==> src/rtl/collision_arbiter_if.sv <==
// Bus between the drawing-request muxes and the collision arbiter.
// master = request side (mux/testbench), slave = collision_arbiter.
interface collision_arbiter_if #(
    parameter int NUM_TARGETS        = 8,
    parameter int MAX_HITS_PER_FRAME = 1
);
    localparam int IDX_W = (NUM_TARGETS > 1) ? $clog2(NUM_TARGETS) : 1;
    localparam int CNT_W = $clog2(MAX_HITS_PER_FRAME + 1);

    logic                   startOfFrame;
    logic                   enable;
    logic                   drawing_request_Player;
    logic [NUM_TARGETS-1:0] drawing_request_Targets;
    logic [NUM_TARGETS-1:0] target_mask;

    logic                   any_collision;
    logic [NUM_TARGETS-1:0] hit_pulse;
    logic                   hit_valid;
    logic [IDX_W-1:0]       hit_index;
    logic [CNT_W-1:0]       hits_this_frame;
    logic                   frame_locked;
    logic [NUM_TARGETS-1:0] cooldown_active;
    logic [15:0]            total_hits;

    modport master (
        output startOfFrame, enable, drawing_request_Player,
               drawing_request_Targets, target_mask,
        input  any_collision, hit_pulse, hit_valid, hit_index,
               hits_this_frame, frame_locked, cooldown_active, total_hits
    );

    modport slave (
        input  startOfFrame, enable, drawing_request_Player,
               drawing_request_Targets, target_mask,
        output any_collision, hit_pulse, hit_valid, hit_index,
               hits_this_frame, frame_locked, cooldown_active, total_hits
    );
endinterface

==> src/rtl/collision_arbiter.sv <==
// Player-vs-targets collision arbiter: per-frame hit budget, per-target
// multi-frame cooldown, one-cycle one-hot hit pulses plus binary index.
// Optional hit statistics counter: define COLLISION_ARBITER_STATS_EN.
module collision_arbiter #(
    parameter int NUM_TARGETS        = 8,
    parameter int MAX_HITS_PER_FRAME = 1,
    parameter int COOLDOWN_FRAMES    = 2,
    parameter int CD_W               = 4
) (
    input  logic                 clk,
    input  logic                 resetN,
    collision_arbiter_if.slave   bus
);
    localparam int IDX_W = (NUM_TARGETS > 1) ? $clog2(NUM_TARGETS) : 1;
    localparam int CNT_W = $clog2(MAX_HITS_PER_FRAME + 1);

    typedef enum logic { ARMED = 1'b0, LOCKED = 1'b1 } state_t;

    state_t                             state_q, state_d;
    logic [NUM_TARGETS-1:0][CD_W-1:0]   cd_q, cd_eff, cd_nxt;
    logic [NUM_TARGETS-1:0]             htf_q, htf_eff;
    logic [NUM_TARGETS-1:0]             elig, win_oh;
    logic [CNT_W-1:0]                   cnt_q, cnt_eff, cnt_inc;
    logic [IDX_W-1:0]                   win_idx;
    logic                               sof, armed_eff, accept;
    logic [NUM_TARGETS-1:0]             hit_pulse_q;
    logic                               hit_valid_q;
    logic [IDX_W-1:0]                   hit_index_q;

    // Frame-start view: apply the frame clear first so an overlap on the
    // startOfFrame cycle is judged as the first event of the new frame.
    always_comb begin
        sof       = bus.startOfFrame;
        htf_eff   = sof ? '0 : htf_q;
        cnt_eff   = sof ? '0 : cnt_q;
        armed_eff = sof || (state_q == ARMED);
        for (int i = 0; i < NUM_TARGETS; i++) begin
            cd_eff[i] = (sof && cd_q[i] != '0) ? cd_q[i] - 1'b1 : cd_q[i];
            elig[i]   = bus.drawing_request_Player & bus.drawing_request_Targets[i]
                      & bus.target_mask[i] & (cd_eff[i] == '0) & ~htf_eff[i];
        end
    end

    // Lowest eligible index wins; descending scan leaves the lowest last.
    always_comb begin
        win_idx = '0;
        win_oh  = '0;
        for (int i = NUM_TARGETS - 1; i >= 0; i--) begin
            if (elig[i]) begin
                win_idx    = IDX_W'(i);
                win_oh     = '0;
                win_oh[i]  = 1'b1;
            end
        end
        accept  = bus.enable && armed_eff && (elig != '0);
        cnt_inc = cnt_eff + CNT_W'(1);
        for (int i = 0; i < NUM_TARGETS; i++)
            cd_nxt[i] = (accept && win_oh[i]) ? CD_W'(COOLDOWN_FRAMES) : cd_eff[i];
    end

    // FSM state register.
    always_ff @(posedge clk) begin
        if (resetN) state_q <= ARMED;
        else        state_q <= state_d;
    end

    // FSM next state: lock on the hit that exhausts the budget, re-arm on frame start.
    always_comb begin
        state_d = state_q;
        if (accept && cnt_inc == CNT_W'(MAX_HITS_PER_FRAME)) state_d = LOCKED;
        else if (sof)                                        state_d = ARMED;
    end

    // FSM outputs.
    always_comb begin
        bus.frame_locked = (state_q == LOCKED);
    end

    // Per-frame bookkeeping and registered hit outputs.
    always_ff @(posedge clk) begin
        if (resetN) begin
            cd_q        <= '0;
            htf_q       <= '0;
            cnt_q       <= '0;
            hit_pulse_q <= '0;
            hit_valid_q <= 1'b0;
            hit_index_q <= '0;
        end else begin
            cd_q        <= cd_nxt;
            htf_q       <= htf_eff | (accept ? win_oh : '0);
            cnt_q       <= accept ? cnt_inc : cnt_eff;
            hit_pulse_q <= accept ? win_oh : '0;
            hit_valid_q <= accept;
            if (accept) hit_index_q <= win_idx;
        end
    end

    // Collision indication is raw overlap, independent of enable/lock/cooldown.
    always_comb begin
        bus.any_collision = bus.drawing_request_Player
                          & |(bus.drawing_request_Targets & bus.target_mask);
        for (int i = 0; i < NUM_TARGETS; i++)
            bus.cooldown_active[i] = (cd_q[i] != '0);
    end

    assign bus.hit_pulse       = hit_pulse_q;
    assign bus.hit_valid       = hit_valid_q;
    assign bus.hit_index       = hit_index_q;
    assign bus.hits_this_frame = cnt_q;

`ifdef COLLISION_ARBITER_STATS_EN
    logic [15:0] total_q;

    // Lifetime hit count, saturating; only reset clears it.
    always_ff @(posedge clk) begin
        if (resetN)                          total_q <= '0;
        else if (accept && total_q != 16'hFFFF) total_q <= total_q + 16'd1;
    end

    assign bus.total_hits = total_q;
`else
    assign bus.total_hits = 16'h0000;
`endif
endmodule

==> src/flat_wrapper.sv <==
// flat-port wrapper written by rule: the top's interface ports become plain ports
module collision_arbiter_flat 
#(
    parameter int NUM_TARGETS        = 8,
    parameter int MAX_HITS_PER_FRAME = 1,
    parameter int COOLDOWN_FRAMES    = 2,
    parameter int CD_W               = 4
)
  (clk, resetN, bus_startOfFrame, bus_enable, bus_drawing_request_Player, bus_drawing_request_Targets, bus_target_mask, bus_any_collision, bus_hit_pulse, bus_hit_valid, bus_hit_index, bus_hits_this_frame, bus_frame_locked, bus_cooldown_active, bus_total_hits);
  collision_arbiter_if #(.NUM_TARGETS(NUM_TARGETS), .MAX_HITS_PER_FRAME(MAX_HITS_PER_FRAME)) bus_i ();
  input  logic clk;
  input  logic resetN;
  input wire logic [$bits(bus_i.startOfFrame)-1:0] bus_startOfFrame;
  input wire logic [$bits(bus_i.enable)-1:0] bus_enable;
  input wire logic [$bits(bus_i.drawing_request_Player)-1:0] bus_drawing_request_Player;
  input wire logic [$bits(bus_i.drawing_request_Targets)-1:0] bus_drawing_request_Targets;
  input wire logic [$bits(bus_i.target_mask)-1:0] bus_target_mask;
  output wire logic [$bits(bus_i.any_collision)-1:0] bus_any_collision;
  output wire logic [$bits(bus_i.hit_pulse)-1:0] bus_hit_pulse;
  output wire logic [$bits(bus_i.hit_valid)-1:0] bus_hit_valid;
  output wire logic [$bits(bus_i.hit_index)-1:0] bus_hit_index;
  output wire logic [$bits(bus_i.hits_this_frame)-1:0] bus_hits_this_frame;
  output wire logic [$bits(bus_i.frame_locked)-1:0] bus_frame_locked;
  output wire logic [$bits(bus_i.cooldown_active)-1:0] bus_cooldown_active;
  output wire logic [$bits(bus_i.total_hits)-1:0] bus_total_hits;
  assign bus_i.startOfFrame = bus_startOfFrame;
  assign bus_i.enable = bus_enable;
  assign bus_i.drawing_request_Player = bus_drawing_request_Player;
  assign bus_i.drawing_request_Targets = bus_drawing_request_Targets;
  assign bus_i.target_mask = bus_target_mask;
  assign bus_any_collision = bus_i.any_collision;
  assign bus_hit_pulse = bus_i.hit_pulse;
  assign bus_hit_valid = bus_i.hit_valid;
  assign bus_hit_index = bus_i.hit_index;
  assign bus_hits_this_frame = bus_i.hits_this_frame;
  assign bus_frame_locked = bus_i.frame_locked;
  assign bus_cooldown_active = bus_i.cooldown_active;
  assign bus_total_hits = bus_i.total_hits;
  collision_arbiter #(.NUM_TARGETS(NUM_TARGETS), .MAX_HITS_PER_FRAME(MAX_HITS_PER_FRAME), .COOLDOWN_FRAMES(COOLDOWN_FRAMES), .CD_W(CD_W)) u_core (.clk(clk), .resetN(resetN), .bus(bus_i));
endmodule
==> config.mk <==
export PLATFORM = sky130hd
export DESIGN_NAME = collision_arbiter_flat
export DESIGN_NICKNAME = d
export VERILOG_FILES = /design/src/rtl/collision_arbiter_if.sv /design/src/rtl/collision_arbiter.sv /design/src/flat_wrapper.sv
export SDC_FILE = /design/constraint.sdc
export NUM_CORES = 1
export LEC_CHECK = 0
export CAP_MARGIN = 20
export CORE_ASPECT_RATIO = 1.25
export CORE_MARGIN = 2
export CORE_UTILIZATION = 40
export CTS_BUF_LIST = sky130_fd_sc_hd__clkbuf_4 sky130_fd_sc_hd__clkbuf_8
export CTS_CLUSTER_SIZE = 10
export DETAILED_ROUTE_END_ITERATION = 16
export PLACE_DENSITY_LB_ADDON = 0.08
export SLEW_MARGIN = 20
export SYNTH_ARGS = -nofsm -noshare
export SYNTH_HDL_FRONTEND = slang
export SYNTH_SLANG_ARGS = --single-unit
==> constraint.sdc <==
create_clock -name clk -period 3 [get_ports clk]
set_clock_uncertainty 0.05 [all_clocks]
set_input_delay 0.6 -clock clk [delete_from_list [all_inputs] [get_ports clk]]
set_output_delay 0.6 -clock clk [all_outputs]
set_load 0.03 [all_outputs]
==> impl_results.rst, run 1 <==
.. list-table::
   :header-rows: 1

   * - Metric
     - Value
   * - Die span in y
     - roughly 100 µm
   * - Pin count of the biggest net entering global routing
     - 25
   * - Post-synthesis sequential element count
     - between 50 and 60
   * - Minimum period implied by the final worst setup slack
     - approximately 2900 ps
   * - Top-Level Pins
     - 60
   * - Internal power component
     - between 2 and 2.5 mW
   * - Starting density of the core
     - 41.1%
   * - Max Fanout on Critical Path
     - 2
   * - Synthesized instance count
     - approximately 350
   * - Peak supply drop
     - 581 µV
   * - Clk sink count
     - 54
   * - List of cells traversed by the critical path
     - clkdlybuf4s50_1 -> a22o_1 -> a221oi_1 -> buf_4 -> a41oi_1 -> dlygate4sd2_1
   * - Synth Area in XOR/XNOR
     - under 10%
   * - Setup Crit Path Kind
     - primary input to primary output
   * - Antenna violations before repair
     - 0
   * - Worst path max stage delay
     - 420 ps
   * - Worst setup SP type
     - primary input
   * - GR Util All Layers
     - a little under a fifth
   * - Weighted congestion reported at the end of routability-driven placement
     - roughly 0.8
   * - Detail-routed net length per standard cell
     - about 14 µm
   * - Global Route met1 Usage
     - between 20% and 30%
   * - FF+latch area
     - between 0.001 and 0.0015 mm²
   * - Mapped cell area
     - roughly 0.0030 mm²
   * - EDFF count, synth
     - 0
   * - Iteration-0 DRC Markers
     - between 100 and 150
   * - Maximum root-to-sink buffer count
     - 2
   * - Sw Pwr
     - between 1.5 and 2 mW
   * - Total overflow reported by the global router
     - 0
   * - Inserted Diodes
     - 0
   * - Post-DP HPWL
     - about 5600 µm
   * - Residual DRC count
     - 0
   * - Post-detailed-routing wire length
     - 7310 µm
   * - Layout cell share with drive strength beyond 1
     - 22.6%
   * - Cell Rows
     - 35
   * - Final design utilization
     - about 55%
   * - Slowest cell on the critical path
     - clkdlybuf4s50_1
   * - Worst path top cell family by delay
     - buffers and inverters
   * - Dominant combinational cell family by area after synthesis
     - simple AND/OR/NAND/NOR gates
   * - Path class of the lowest-slack min-delay path
     - register to register
   * - Most crowded layer after global routing
     - met2
   * - Total area of multi-input combinational cells
     - approximately 0.0018 mm²
   * - Data arrival at the endpoint of the critical path
     - roughly 2300 ps
   * - Sequential fraction of design power
     - between 20% and 30%
   * - Vias per Instance
     - about 5.1
   * - Post-route clock period utilization
     - between 90 and 100%
   * - Yosys synthesis warning count
     - 0
   * - Core area
     - 0.00740 mm²
   * - Critical Path End Type
     - primary output
   * - Global routing usage on met2
     - 33.3%
   * - Vias in the first global route
     - ~2700
   * - Met3 track demand over resource in global routing
     - 3.03%
   * - Buffering stage count on the worst path with inverters included
     - 3
   * - Fraction of synthesized area in multiplexers
     - under 10%
   * - Die X-Extent
     - 82.0 µm
   * - Remaining number of nets flagged by the antenna check after routing
     - 0
   * - Most used cells in the layout excluding fill and tap cells
     - dfxtp_1, buf_4, clkdlybuf4s50_1
   * - Clk root buf
     - clkbuf_8
   * - Switching share of power
     - between 40% and 50%
   * - Endpoint required time on the critical path
     - about 2400 ps
   * - Average size of a mapped cell
     - a little under 9 µm²
   * - Compound-Gate Fraction of Synth Area
     - around 17%
   * - Post-CTS clock slew at the launch and capture registers of the worst setup and hold paths
     - roughly 90 ps
   * - Synth Area in Simple Gates
     - a little under a third
   * - Final Non-Filler Cells
     - about 530
   * - Adder-cell area share of the yosys netlist
     - under 10%
   * - Final count of negative-setup-slack endpoints
     - 0
   * - Leading register cell type out of synthesis
     - dfxtp_1
   * - Distinct cell type count after synthesis
     - slightly below 70
   * - Count of input and output buffers
     - 43
   * - Slew Limit Fails
     - 0
   * - 1st-pass router iterations
     - 4
   * - Ratio of total power to cell area
     - 960 mW/mm²
   * - Area of the die
     - between 0.008 and 0.009 mm²
   * - Number of placed instances, taps included
     - roughly 520
   * - Signed area change from the synthesized netlist to the final layout
     - 33.7%
   * - P_leak
     - 1.82 nW
   * - Number of violations of the max-capacitance limit
     - 0
   * - Vias post-DR
     - 2715
   * - Sequential fraction of the synthesis area
     - between 30% and 40%
   * - Fraction of power consumed by the clock network
     - between 10% and 20%
   * - Maximum operating frequency
     - between 300 and 400 MHz
   * - Hold Fails Final Rpt
     - 0
   * - Share of synthesized flip-flops with an asynchronous set or reset
     - 0%
   * - First-pass GRT wire length
     - between 10000 and 15000 µm
   * - Layout Nets
     - approximately 470
   * - Clk Latency, worst-skew pair
     - approximately 310 ps
   * - Run status
     - finished clean
   * - Clock buffers created by TritonCTS
     - 5
   * - Overall power consumption
     - between 3 and 4 mW
   * - Most common cell after layout, fill and taps aside
     - dfxtp_1
   * - H-tree levels
     - 2
   * - Clock tree from TritonCTS
     - built
   * - Final-layout fill cell count
     - between 700 and 800
   * - Gate power share
     - a little over 60%
-- final timing paths --
check                      from                    endpoint  slack (ps)  cells past startpoint
min             u_core.htf_q[6]             u_core.htf_q[6]         440                      2
max          bus_target_mask[0]           bus_any_collision         100                      6
max reg2reg      u_core.cd_q[0]  u_core.bus.hits_this_frame         180                     11
min reg2reg     u_core.htf_q[6]             u_core.htf_q[6]         440                      2
-- cells by family (layout without fill, tap and decap cells) --
logic type / count (synthesis) / after routing
and+or+nand+nor: 147 / 147
AOI/OAI and AO/OA: 67 / 67
buffers and inverters: 60 / 138
DFF: 54 / 54
adders and majority gates: 9 / 9
muxes: 7 / 7
xor gates and xnor gates: 4 / 4
other: 1 / 16
-- worst register-to-register path, stage by stage (launching register included) --
cell and delay (ps):
dfxtp_1 350, inv_1 100, ha_2 220, or3b_4 410, and4_1 240, o2111ai_4 230, nand4_4 150, o41ai_4 420
buf_4 180, inv_1 40, ha_1 270, nor2_1 100
-- repair_timing --
| item | 4_1_cts | 5_1_grt |
|---|---|---|
| pin swaps | 1 | 4 |
| buffers inserted | 1 | 2 |
| setup endpoints to repair | 5 | 9 |
| hold buffers | 0 | 0 |
| gates resized for setup | 5 | 19 |
| cloned | 0 | 0 |
-- layer usage --
layer	share of wire [%]	vias up
li1	-	1399
met1	44	1266
met2	52	44
met3	2.7	6
met4	1.0	0
met5	0	-
-- cell type report --
type / count / share of cell area, %
clock buffers: 7 / 2.06
inverters: 33 / 3.04
multi-input cells: 250 / 44.6
flip-flops and latches: 54 / 26.5
well taps: 92 / 2.83
repair buffers: 98 / 20.9
-- stage by stage --
| stage | area (µm²) | hold WS, ps | worst slack (ps) | setup TNS (ps) |
|---|---|---|---|---|
| finish | 4070 | 438 | 96.6 | 0 |
| CTS | 3970 | 442 | 15.8 | 0 |
| floorplan | 3100 | 395 | 177 | 0 |
| global route | 4070 | 489 | -11.0 | -11.0 |
| global placement | 3850 | 425 | -361 | -2760 |
| detailed placement | 3850 | 424 | -349 | -3330 |
-- sequential cells by signal, indices dropped and copies added, names as in the netlist --
name / cells
u_core.cd_q: 32
u_core.bus.hit_pulse: 8
u_core.bus.hit_valid: 1
u_core.bus.frame_locked: 1
u_core.htf_q: 8
u_core.bus.hit_index: 3
u_core.bus.hits_this_frame: 1
-- Yosys cell counts, drive strengths merged, types with 9 or more instances --
master | count | share of area [%]
nor2 | 37 | 4.6
nand2 | 22 | 2.7
o21ai | 11 | 1.8
inv | 33 | 4.1
dfxtp | 54 | 35
buf | 21 | 5.2
a211oi | 11 | 3.1
ha | 9 | 3.7
a21oi | 14 | 2.3
nor2b | 14 | 2.9
-- power groups by stage --
stage	registers (mW)	logic [mW]	clock network, mW
finish	1.08	2.42	0.407
global route	1.11	2.68	0.449
CTS	1.06	2.34	0.423
detailed placement	1.07	2.30	0
global placement	1.07	2.27	0
floorplan	1.08	1.49	0
Note: power is estimated with default switching activity, not from simulation.
==> run 2: changes to the inputs <==
- ABC_AREA: unset -> 0
==> results of run 2 <==
The final DEF is identical to that of run 1; final timing and power are the same.
